==> src/rtl/iob_cache_write_through_buffer.sv <==
// Write-through buffer: FIFO of front-end word writes feeding a single issue slot
// that holds address/data/strobe stable for the AXI write channel until completion.
module iob_cache_write_through_buffer #(
  parameter int unsigned ADDR_W      = 24,
  parameter int unsigned DATA_W      = 32,
  parameter int unsigned FE_NBYTES_W = $clog2(DATA_W / 8),
  parameter int unsigned DEPTH_W     = 4
) (
  input  logic                          clk_i,
  input  logic                          reset_i,
  input  logic                          push_i,
  input  logic [ADDR_W-FE_NBYTES_W-1:0] push_addr_i,
  input  logic [DATA_W-1:0]             push_wdata_i,
  input  logic [DATA_W/8-1:0]           push_wstrb_i,
  output logic                          full_o,
  output logic                          empty_o,
  output logic [DEPTH_W+1:0]            level_o,
  output logic                          overflow_o,
  output logic                          wc_valid_o,
  output logic [ADDR_W-FE_NBYTES_W-1:0] wc_addr_o,
  output logic [DATA_W-1:0]             wc_wdata_o,
  output logic [DATA_W/8-1:0]           wc_wstrb_o,
  input  logic                          wc_ready_i
);

  localparam int unsigned AW    = ADDR_W - FE_NBYTES_W;
  localparam int unsigned SW    = DATA_W / 8;
  localparam int unsigned Depth = 1 << DEPTH_W;
  localparam logic [DEPTH_W:0] FullCount = (DEPTH_W + 1)'(Depth);

  typedef enum logic [0:0] {StIdle, StBusy} state_e;

  state_e state_q, state_d;

  logic [AW-1:0]     mem_addr  [Depth];
  logic [DATA_W-1:0] mem_wdata [Depth];
  logic [SW-1:0]     mem_wstrb [Depth];

  logic [DEPTH_W-1:0] wr_ptr_q, rd_ptr_q;
  logic [DEPTH_W:0]   count_q, count_d;
  logic               slot_valid_q, slot_valid_d;
  logic               overflow_q;
  logic [AW-1:0]      slot_addr_q;
  logic [DATA_W-1:0]  slot_wdata_q;
  logic [SW-1:0]      slot_wstrb_q;

  logic push_accept, fifo_nonempty, completion, slot_load, slot_clear, launch;

  assign full_o        = (count_q == FullCount);
  assign fifo_nonempty = (count_q != '0);
  assign push_accept   = push_i & ~full_o;
  assign completion    = (state_q == StBusy) & wc_ready_i;
  // Head moves into the slot when the slot is free or its entry just completed.
  assign slot_load     = fifo_nonempty & (~slot_valid_q | completion);

  always_comb begin
    state_d    = state_q;
    wc_valid_o = 1'b0;
    slot_clear = 1'b0;
    launch     = 1'b0;
    unique case (state_q)
      StIdle: begin
        wc_valid_o = slot_valid_q;
        launch     = slot_valid_q & wc_ready_i;
        if (launch) state_d = StBusy;
      end
      StBusy: begin
        // In BUSY, valid signals that another entry is queued behind the slot.
        wc_valid_o = slot_valid_q & fifo_nonempty;
        if (wc_ready_i && !fifo_nonempty) begin
          state_d    = StIdle;
          slot_clear = 1'b1;
        end
      end
      default: state_d = StIdle;
    endcase
  end

  always_comb begin
    count_d = count_q;
    unique case ({push_accept, slot_load})
      2'b10:   count_d = count_q + 1'b1;
      2'b01:   count_d = count_q - 1'b1;
      default: count_d = count_q;
    endcase
  end

  always_comb begin
    slot_valid_d = slot_valid_q;
    if (slot_load) slot_valid_d = 1'b1;
    else if (slot_clear) slot_valid_d = 1'b0;
  end

  always_ff @(posedge clk_i) begin
    if (reset_i) begin
      state_q      <= StIdle;
      wr_ptr_q     <= '0;
      rd_ptr_q     <= '0;
      count_q      <= '0;
      slot_valid_q <= 1'b0;
      overflow_q   <= 1'b0;
      slot_addr_q  <= '0;
      slot_wdata_q <= '0;
      slot_wstrb_q <= '0;
    end else begin
      state_q      <= state_d;
      count_q      <= count_d;
      slot_valid_q <= slot_valid_d;
      if (push_i && full_o) overflow_q <= 1'b1;
      if (push_accept) wr_ptr_q <= wr_ptr_q + 1'b1;
      if (slot_load) begin
        rd_ptr_q     <= rd_ptr_q + 1'b1;
        slot_addr_q  <= mem_addr[rd_ptr_q];
        slot_wdata_q <= mem_wdata[rd_ptr_q];
        slot_wstrb_q <= mem_wstrb[rd_ptr_q];
      end
    end
  end

  always_ff @(posedge clk_i) begin
    if (push_accept) begin
      mem_addr[wr_ptr_q]  <= push_addr_i;
      mem_wdata[wr_ptr_q] <= push_wdata_i;
      mem_wstrb[wr_ptr_q] <= push_wstrb_i;
    end
  end

  assign overflow_o = overflow_q;
  assign empty_o    = ~fifo_nonempty & ~slot_valid_q & (state_q == StIdle);
  assign level_o    = {1'b0, count_q} + {{(DEPTH_W + 1){1'b0}}, slot_valid_q};
  assign wc_addr_o  = slot_addr_q;
  assign wc_wdata_o = slot_wdata_q;
  assign wc_wstrb_o = slot_wstrb_q;

endmodule

==> config.mk <==
export PLATFORM = sky130hd
export DESIGN_NAME = iob_cache_write_through_buffer
export DESIGN_NICKNAME = d
export VERILOG_FILES = /design/src/rtl/iob_cache_write_through_buffer.sv
export SDC_FILE = /design/constraint.sdc
export NUM_CORES = 1
export LEC_CHECK = 0
export CAP_MARGIN = 15
export CELL_PAD_IN_SITES_DETAIL_PLACEMENT = 1
export CELL_PAD_IN_SITES_GLOBAL_PLACEMENT = 1
export CORE_UTILIZATION = 54
export CTS_CLUSTER_SIZE = 14
export DETAILED_ROUTE_END_ITERATION = 10
export GPL_TIMING_DRIVEN = 0
export PLACE_DENSITY_LB_ADDON = 0.3
export SLEW_MARGIN = 20
export SYNTH_ARGS = -nofsm -noshare
export SYNTH_HDL_FRONTEND = slang
export SYNTH_SLANG_ARGS = --single-unit
==> constraint.sdc <==
create_clock -name clk_i -period 10.1 [get_ports clk_i]
set_input_delay 3.03 -clock clk_i [delete_from_list [all_inputs] [get_ports clk_i]]
set_output_delay 3.03 -clock clk_i [all_outputs]
set_load 0.01 [all_outputs]
==> impl_metrics.env, run 1 <==
export IMPL_path_max_fanout=7
export IMPL_ys_seq_area_frac=0.773
export IMPL_fillers=5485
export IMPL_critical_path_max_stage_delay_ns=0.71
export IMPL_fin_ws_ns=4.04
export IMPL_core_um2=69100
export IMPL_synth_seq_cells=1002
export IMPL_antenna_found_initial=8
export IMPL_cts_sinks=1002
export IMPL_areaGrowthSynthToFinish_pct=18.8
export IMPL_dp_hpwl_um=61800
export IMPL_worst_setup_path_end_kind="register"
export IMPL_syn_nets=1830
export IMPL_clock_latency_ns=0.66
export IMPL_htree_levels=3
export IMPL_fin_setup_tns_ns=0
export IMPL_port_buffer_count=129
export IMPL_setup_viol=0
export IMPL_crit_arrival_ns=6.40
export IMPL_stdcell_count=3081
export IMPL_hold_violations=0
export IMPL_drc_errors=0
export IMPL_min_path_type="register to register"
export IMPL_io_pins=130
export IMPL_clkTransAtPathRegs_ns=0.06
export IMPL_cts_made_buffers=98
export IMPL_drv_slew=0
export IMPL_vias=19100
export IMPL_rows=96
export IMPL_irDropWorstVdd_mv=0.162
export IMPL_top_usage_layer="met2"
export IMPL_path_delay_family="buffers and inverters"
export IMPL_gp_congestion=0.754
export IMPL_die_area_um2=71400
export IMPL_synth_ff_type="edfxtp_1"
export IMPL_final_area_um2=45100
export IMPL_async_flop_share=0
export IMPL_rsz0062_at_grt="false"
export IMPL_grt_max_degree=19
export IMPL_track_usage=0.283
export IMPL_period_needed_ns=6.06
export IMPL_cts_resized=0
export IMPL_endpoint="mem_wstrb[2][3]"
export IMPL_tightest_slew_ns=1.08
export IMPL_clock_skew_ns=0.0283
export IMPL_crit_type="primary input to register"
export IMPL_grt_overflow_total=0
export IMPL_cp_buffers_inverters=7
export IMPL_dpl_worst_slack_ns=3.43
export IMPL_power_leakage_nw=14.5
export IMPL_start_util=0.550
export IMPL_layout_commonest_cell="edfxtp_1"
export IMPL_r2r_cells=11
export IMPL_fmax_mhz=165
export IMPL_antenna_left=0
export IMPL_hold_buffers=0
export IMPL_crit_cells=10
export IMPL_startpoint="push_i"
export IMPL_synth_edf_count=928
export IMPL_firstDrtPassIters=5
export IMPL_outcome="finished, final reports clean"
export IMPL_r2r_slack_ns=6.28
export IMPL_ys_types=45
export IMPL_cts_tree="yes"
export IMPL_utilization=0.653
export IMPL_worst_path_max_delay_cell="nor3_2"
export IMPL_layout_common_cells="edfxtp_1 (928), mux4_2 (225), nor2_1 (132)"
export IMPL_final_nets=2135
export IMPL_cp_start_kind="primary input"
export IMPL_root_buffer="clkbuf_16"
export IMPL_use_met2=0.490
export IMPL_rr_startpoint="count_q[1]"
export IMPL_syn_inst=1758
export IMPL_dpl_cell_area_um2=41800
export IMPL_grt_pass1_wl_um=143000
export IMPL_die_x_um=267
export IMPL_required_ns=10.44
export IMPL_grt_pass1_vias=21100
export IMPL_path_cells="clkdlybuf4s50_1 > a21boi_1 > nand2_1 > nor3_2 > buf_6 > buf_6 > buf_6 > buf_4 > buf_4 > buf_4"
export IMPL_yosys_warnings=0
export IMPL_syn_area_um2=38000
export IMPL_numPlacedInstances=2894
export IMPL_clockBufferDepth=3
export IMPL_met1_usage=0.357
export IMPL_period_share=0.600
export IMPL_post_cts_setup_buffers=0
export IMPL_drv_cap=0
export IMPL_detail_route_iter0_violations=1968
export IMPL_drive_above_1_share=0.248
export IMPL_r2r_end="mem_wstrb[2][3]"
export IMPL_syn_area_per_cell_um2=21.6
export IMPL_grtUsageMet3=0.0605
export IMPL_slew_headroom=0.277
export IMPL_chipHeight_um=267
export IMPL_power_density_nw_per_um2=238
export IMPL_via_per_inst=6.21
export IMPL_wl_per_cell_um=31.7
export IMPL_finalWirelength_um=97700
cells by family (layout without fill, tap and decap cells):
group / Yosys count / after routing / share of synthesized area
DFF: 1002 / 1002 / 0.773
muxes: 356 / 356 / 0.168
and+or+nand+nor: 189 / 189 / 0.0214
buffers and inverters: 101 / 490 / 0.0130
AOI/OAI and AO/OA: 88 / 88 / 0.0187
xor gates and xnor gates: 12 / 12 / 0.00277
adders and majority gates: 10 / 10 / 0.00329
other: 0 / 3 / 0
state kept, by name, summed over array words and instances (netlist names), 4 cells and up:
register	count
mem_wdata	512
mem_addr	352
mem_wstrb	64
wc_wdata_o	32
wc_addr_o	22
count_q	5
rd_ptr_q	4
wc_wstrb_o	4
wr_ptr_q	4
layer usage:
layer  up-vias  wire (um)  part of all wire
li1       7894          -                 -
met1     10200      37300              0.38
met2       871      50600              0.52
met3       197       6900             0.071
met4        10       2870             0.029
met5         -         68           0.00070
report_power, final:
| group | total [W] | switching [W] | internal [W] |
|---|---|---|---|
| clock network | 0.00373 | 0.00157 | 0.00215 |
| registers | 0.00481 | 0.0000939 | 0.00472 |
| logic | 0.00221 | 0.00119 | 0.00102 |
final cells by class:
type	instances	area [um2]	share of cell area
inverters	6	22.5	0.000499
flip-flops and latches	1002	29300	0.650
clock buffers	131	2720	0.0602
well taps	931	1160	0.0258
plain buffers	95	472	0.0105
multi-input cells	655	8250	0.183
diodes	3	7.51	0.000166
clock inverters	53	559	0.0124
repair buffers	205	2590	0.0574
through the flow:
stage               hold slack, ns  power [W]
finish                       0.466     0.0107
global route                 0.492     0.0111
CTS                          0.472     0.0108
detailed placement           0.455    0.00708
global placement             0.450    0.00694
floorplan                    0.463    0.00626
synthesized netlist by cell type (6+ instances only):
cell type	n	share of area
edfxtp_1	928	0.73
mux4_2	225	0.13
nor2_1	144	0.014
mux2i_1	129	0.034
dfxtp_1	74	0.039
a211o_1	56	0.013
buf_2	40	0.0053
clkbuf_1	30	0.0030
buf_1	15	0.0015
nor3_1	11	0.0014
ha_1	10	0.0033
a21oi_1	8	0.0011
buf_6	7	0.0021
nand2_1	7	0.00069
xor2_1	7	0.0016
inv_1	6	0.00059
how the worst min path moves through the flow:
stage / startpoint / endpoint / slack [ns] / cells after the start
6_report: wc_addr_o[18] / wc_addr_o[18] / 0.47 / 1
5_1_grt: wc_addr_o[18] / wc_addr_o[18] / 0.49 / 1
4_1_cts: wc_addr_o[18] / wc_addr_o[18] / 0.47 / 1
3_5_place_dp: wc_wstrb_o[3] / wc_wstrb_o[3] / 0.45 / 1
3_3_place_gp: wc_wdata_o[13] / wc_wdata_o[13] / 0.45 / 1
2_1_floorplan: state_q / state_q / 0.46 / 2
Note: power is estimated with default switching activity, not from simulation.
==> inputs of run 2 (changes only) <==
- CORE_UTILIZATION: 54 -> 49
- clock period: 10.1 -> 4.9 ns (I/O delays scaled with it)
==> impl_metrics.env, run 2 (synthesized netlist as in run 1, its figures left out) <==
export IMPL_outcome="finished, final reports clean"
export IMPL_areaGrowthSynthToFinish_pct=19.5
export IMPL_firstDrtPassIters=5
export IMPL_cts_tree="yes"
export IMPL_grt_pass1_wl_um=138000
export IMPL_grt_overflow_total=0
export IMPL_final_nets=2121
export IMPL_htree_levels=3
export IMPL_top_usage_layer="met2"
export IMPL_cp_start_kind="primary input"
export IMPL_root_buffer="clkbuf_16"
export IMPL_hold_buffers=0
export IMPL_rsz0062_at_grt="false"
export IMPL_drive_above_1_share=0.239
export IMPL_crit_type="primary input to register"
export IMPL_cpMostUsedCell="ha_1"
export IMPL_irDropWorstVdd_mv=0.312
export IMPL_post_cts_setup_buffers=0
export IMPL_endpoint="count_q[4]"
export IMPL_numPlacedInstances=2977
export IMPL_dpl_cell_area_um2=42100
export IMPL_dp_hpwl_um=60500
export IMPL_io_pins=130
export IMPL_clockBufferDepth=3
export IMPL_die_x_um=280
export IMPL_r2r_cells=11
export IMPL_path_cells="clkdlybuf4s50_1 > a21bo_2 > a21boi_2 > ha_1 > xor2_1 > ha_1 > or4bb_1 > a21oi_1 > o21ai_0 > mux2_2"
export IMPL_required_ns=5.43
export IMPL_path_max_fanout=9
export IMPL_largest_reg_flops=512
export IMPL_rows=101
export IMPL_pwr_share_comb=0.202
export IMPL_reg_top3="mem_wdata (512), mem_addr (352), mem_wstrb (64)"
export IMPL_startpoint="wc_ready_i"
export IMPL_fillers=6464
export IMPL_tightest_slew_ns=1.13
export IMPL_grt_max_degree=18
export IMPL_worst_path_max_delay_cell="clkdlybuf4s50_1"
export IMPL_drv_cap=0
export IMPL_crit_arrival_ns=4.71
export IMPL_worst_setup_path_end_kind="register"
export IMPL_swShare=0.261
export IMPL_clkTransAtPathRegs_ns=0.06
export IMPL_use_met2=0.429
export IMPL_cts_sinks=1002
export IMPL_final_area_um2=45400
export IMPL_antenna_found_initial=4
export IMPL_vias=18800
export IMPL_met1_usage=0.317
export IMPL_layout_commonest_cell="edfxtp_1"
export IMPL_slew_headroom=0.248
export IMPL_rr_startpoint="count_q[1]"
export IMPL_cts_resized=0
export IMPL_clockPowerShare=0.349
export IMPL_multi_input_area_um2=8270
export IMPL_finalWirelength_um=94100
export IMPL_fmax_mhz=240
export IMPL_start_util=0.498
export IMPL_p_seq_frac=0.449
export IMPL_r2r_slack_ns=1.53
export IMPL_r2r_end="count_q[4]"
export IMPL_layout_common_cells="edfxtp_1 (928), mux4_2 (225), nor2_1 (132)"
export IMPL_stdcell_count=3170
export IMPL_period_share=0.852
export IMPL_track_usage=0.243
export IMPL_die_area_um2=78600
export IMPL_period_needed_ns=4.17
export IMPL_clock_latency_ns=0.65
export IMPL_drc_errors=0
export IMPL_setup_viol=0
export IMPL_clock_skew_ns=0.0197
export IMPL_min_path_type="register to register"
export IMPL_register_area_um2=29300
export IMPL_wl_per_cell_um=29.7
export IMPL_power_switching_w=0.00576
export IMPL_grtUsageMet3=0.0369
export IMPL_hold_violations=0
export IMPL_gp_congestion=0.730
export IMPL_antenna_left=0
export IMPL_top_register="mem_wdata"
export IMPL_cts_made_buffers=100
export IMPL_port_buffer_count=129
export IMPL_via_per_inst=5.92
export IMPL_core_um2=76300
export IMPL_power_internal_w=0.0163
export IMPL_grt_pass1_vias=20500
export IMPL_critical_path_max_stage_delay_ns=0.53
export IMPL_chipHeight_um=280
export IMPL_detail_route_iter0_violations=1822
export IMPL_power_leakage_nw=14.5
export IMPL_drv_slew=0
export IMPL_power_density_nw_per_um2=487
## run 2: layout make-up
cell class,count,share of cell area
plain buffers,95,0.0104
diodes,3,0.000165
well taps,1030,0.0284
clock buffers,133,0.0601
flip-flops and latches,1002,0.647
inverters,6,0.000496
clock inverters,57,0.0127
multi-input cells,655,0.182
repair buffers,189,0.0586
## run 2: metal layers
metal | wire (um) | vias up | share of wire
met1 | 37400 | 10100 | 0.40
met3 | 5200 | 140 | 0.055
met2 | 49500 | 663 | 0.53
met5 | 11 | - | 0.00012
met4 | 2010 | 2 | 0.021
li1 | - | 7859 | -
## run 2: per-stage QoR
stage | total power (W) | hold WS [ns] | setup WS, ns | setup TNS [ns] | utilization
2_1_floorplan | 0.0129 | 0.463 | -0.0646 | -30.65 | -
3_3_place_gp | 0.0143 | 0.450 | -4.00 | -3171.05 | 0.532
3_5_place_dp | 0.0146 | 0.453 | 0.148 | 0 | 0.551
4_1_cts | 0.0222 | 0.467 | 0.804 | 0 | 0.594
5_1_grt | 0.0228 | 0.485 | 0.602 | 0 | 0.594
6_report | 0.0221 | 0.462 | 0.725 | 0 | 0.594
## run 2: how the worst min path moves through the flow
stage | start | endpoint | cells past startpoint
final | wc_wdata_o[4] | wc_wdata_o[4] | 1
after global routing | wc_wdata_o[4] | wc_wdata_o[4] | 1
after CTS | wc_wdata_o[4] | wc_wdata_o[4] | 1
after detailed placement | wc_wdata_o[4] | wc_wdata_o[4] | 1
after global placement | wc_wdata_o[2] | wc_wdata_o[2] | 1
after floorplan | state_q | state_q | 2
## run 2: critical path: cells and delay by family
kind,cells,cell delay (ns)
AO/OA/AOI/OAI,4,1.08
XOR/XNOR,1,0.20
buffers and inverters,1,0.53
multiplexers,1,0.30
adder cells (fa/ha/maj),2,0.65
AND/OR/NAND/NOR,1,0.49
## run 2: power groups by stage
stage | Sequential, W | Combinational (W) | Clock, W
finish | 0.00992 | 0.00446 | 0.00770
global route | 0.00994 | 0.00477 | 0.00804
CTS | 0.00992 | 0.00454 | 0.00779
detailed placement | 0.0101 | 0.00449 | 0
global placement | 0.0101 | 0.00422 | 0
floorplan | 0.0101 | 0.00282 | 0
==> inputs of run 3 (changes only) <==
- clock period: 4.9 -> 3.4 ns (I/O delays scaled with it)
==> impl_metrics.env, run 3 (synthesized netlist as in run 1, its figures left out) <==
export IMPL_root_buffer="clkbuf_16"
export IMPL_vias=18700
export IMPL_clock_skew_ns=0.0213
export IMPL_final_nets=2123
export IMPL_endpoint="wc_wdata_o[13]"
export IMPL_r2r_slack_ns=0.08
export IMPL_fillers=6431
export IMPL_slew_headroom=0.239
export IMPL_layout_commonest_cell="edfxtp_1"
export IMPL_detail_route_iter0_violations=1742
export IMPL_crit_arrival_ns=3.86
export IMPL_reg_top3="mem_wdata (512), mem_addr (352), mem_wstrb (64)"
export IMPL_multi_input_area_um2=8290
export IMPL_die_area_um2=78600
export IMPL_grt_overflow_total=0
export IMPL_hold_buffers=0
export IMPL_largest_reg_flops=512
export IMPL_cts_sinks=1002
export IMPL_stdcell_count=3167
export IMPL_areaGrowthSynthToFinish_pct=18.9
export IMPL_drive_above_1_share=0.239
export IMPL_drv_slew=0
export IMPL_finalWirelength_um=91900
export IMPL_layout_common_cells="edfxtp_1 (928), mux4_2 (225), nor2_1 (132)"
export IMPL_cts_tree="yes"
export IMPL_min_path_cells=1
export IMPL_chipHeight_um=280
export IMPL_utilization=0.592
export IMPL_startpoint="rd_ptr_q[1]"
export IMPL_min_path_type="register to register"
export IMPL_crit_type="register to register"
export IMPL_drv_cap=0
export IMPL_grt_pass1_wl_um=136000
export IMPL_r2r_cells=7
export IMPL_dp_hpwl_um=59600
export IMPL_required_ns=3.94
export IMPL_setup_viol=0
export IMPL_rows=101
export IMPL_path_max_fanout=11
export IMPL_wl_per_cell_um=29.0
export IMPL_antenna_found_initial=4
export IMPL_clock_latency_ns=0.66
export IMPL_io_pins=130
export IMPL_clockBufferDepth=3
export IMPL_start_util=0.498
export IMPL_gp_congestion=0.732
export IMPL_firstDrtPassIters=5
export IMPL_fin_setup_tns_ns=0
export IMPL_p_total_w=0.0314
export IMPL_top_register="mem_wdata"
export IMPL_power_density_nw_per_um2=695
export IMPL_numPlacedInstances=2977
export IMPL_r2r_end="wc_wdata_o[13]"
export IMPL_fmax_mhz=302
export IMPL_irDropWorstVdd_mv=0.479
export IMPL_grt_max_degree=20
export IMPL_worst_setup_path_end_kind="register"
export IMPL_power_leakage_nw=14.4
export IMPL_hold_violations=0
export IMPL_via_per_inst=5.89
export IMPL_period_share=0.975
export IMPL_drc_errors=0
export IMPL_htree_levels=3
export IMPL_register_area_um2=29400
export IMPL_period_needed_ns=3.32
export IMPL_grt_pass1_vias=20500
export IMPL_core_um2=76300
export IMPL_die_x_um=280
export IMPL_rr_startpoint="rd_ptr_q[1]"
export IMPL_port_buffer_count=129
export IMPL_antenna_left=0
export IMPL_outcome="finished, final reports clean"
export IMPL_track_usage=0.240
export IMPL_clkTransAtPathRegs_ns=0.06
export IMPL_tightest_slew_ns=1.14
export IMPL_cp_start_kind="register"
export IMPL_cts_made_buffers=101
## run 3: cell count changes in the layout (fill, tap and decap cells not counted), sizes merged
cell           before  now
bufinv             11    3
clkbuf            163  180
clkinv             39   30
clkdlybuf4s50     129  126
diode               3    1
inv                11    9
buf               125  126
dlygate4sd2         0    3
## run 3: area by class of cell
cell class	count	share of cell area
flip-flops and latches	1002	0.650
multi-input cells	655	0.183
clock buffers	150	0.0643
repair buffers	190	0.0565
well taps	1030	0.0285
plain buffers	95	0.0104
clock inverters	38	0.00621
inverters	6	0.000499
diodes	1	0.0000554
## run 3: worst min path at each step
stage	start	end	slack [ns]
2_1_floorplan	state_q	state_q	0.46
3_3_place_gp	wc_wdata_o[3]	wc_wdata_o[3]	0.45
3_5_place_dp	wc_wstrb_o[1]	wc_wstrb_o[1]	0.45
4_1_cts	wc_wstrb_o[1]	wc_wstrb_o[1]	0.47
5_1_grt	wc_wdata_o[3]	wc_wdata_o[3]	0.49
6_report	wc_wstrb_o[1]	wc_wstrb_o[1]	0.46
## run 3: stage by stage
stage	hold slack [ns]	worst slack (ns)	cell area, um2
after floorplan	0.463	-0.753	38100
after global placement	0.451	-4.38	40600
after detailed placement	0.453	-0.838	42000
after CTS	0.467	0.0103	45100
after global routing	0.488	-0.0108	45200
final	0.463	0.0849	45200
## run 3: layer usage
layer  wire length, um  share of wire  GRT usage  vias up
met5                42        0.00046          0        -
met4              2140          0.023     0.0659        8
met3              5370          0.058     0.0401      147
met2             48100           0.52      0.421      648
met1             36300           0.39      0.311     9994
li1                  -              -          -     7861
## run 3: critical path: stages (launching register included)
cell	delay (ns)
dfxtp_1	0.33
buf_2	0.33
clkbuf_1	0.81
clkbuf_1	0.76
mux4_2	0.43
mux2i_1	0.22
nor2_1	0.09
a211o_1	0.23
## run 3: timing repair
item / CTS / global route
setup buffers: 0 / 1
pin swaps: 0 / 0
endpoints found under the setup margin: 5 / 4
resized for setup: 6 / 4
## run 3: power breakdown
part           switching [W]  total, W  internal (W)
logic                0.00340   0.00642       0.00302
clock network        0.00455    0.0107       0.00613
registers           0.000256    0.0143        0.0140
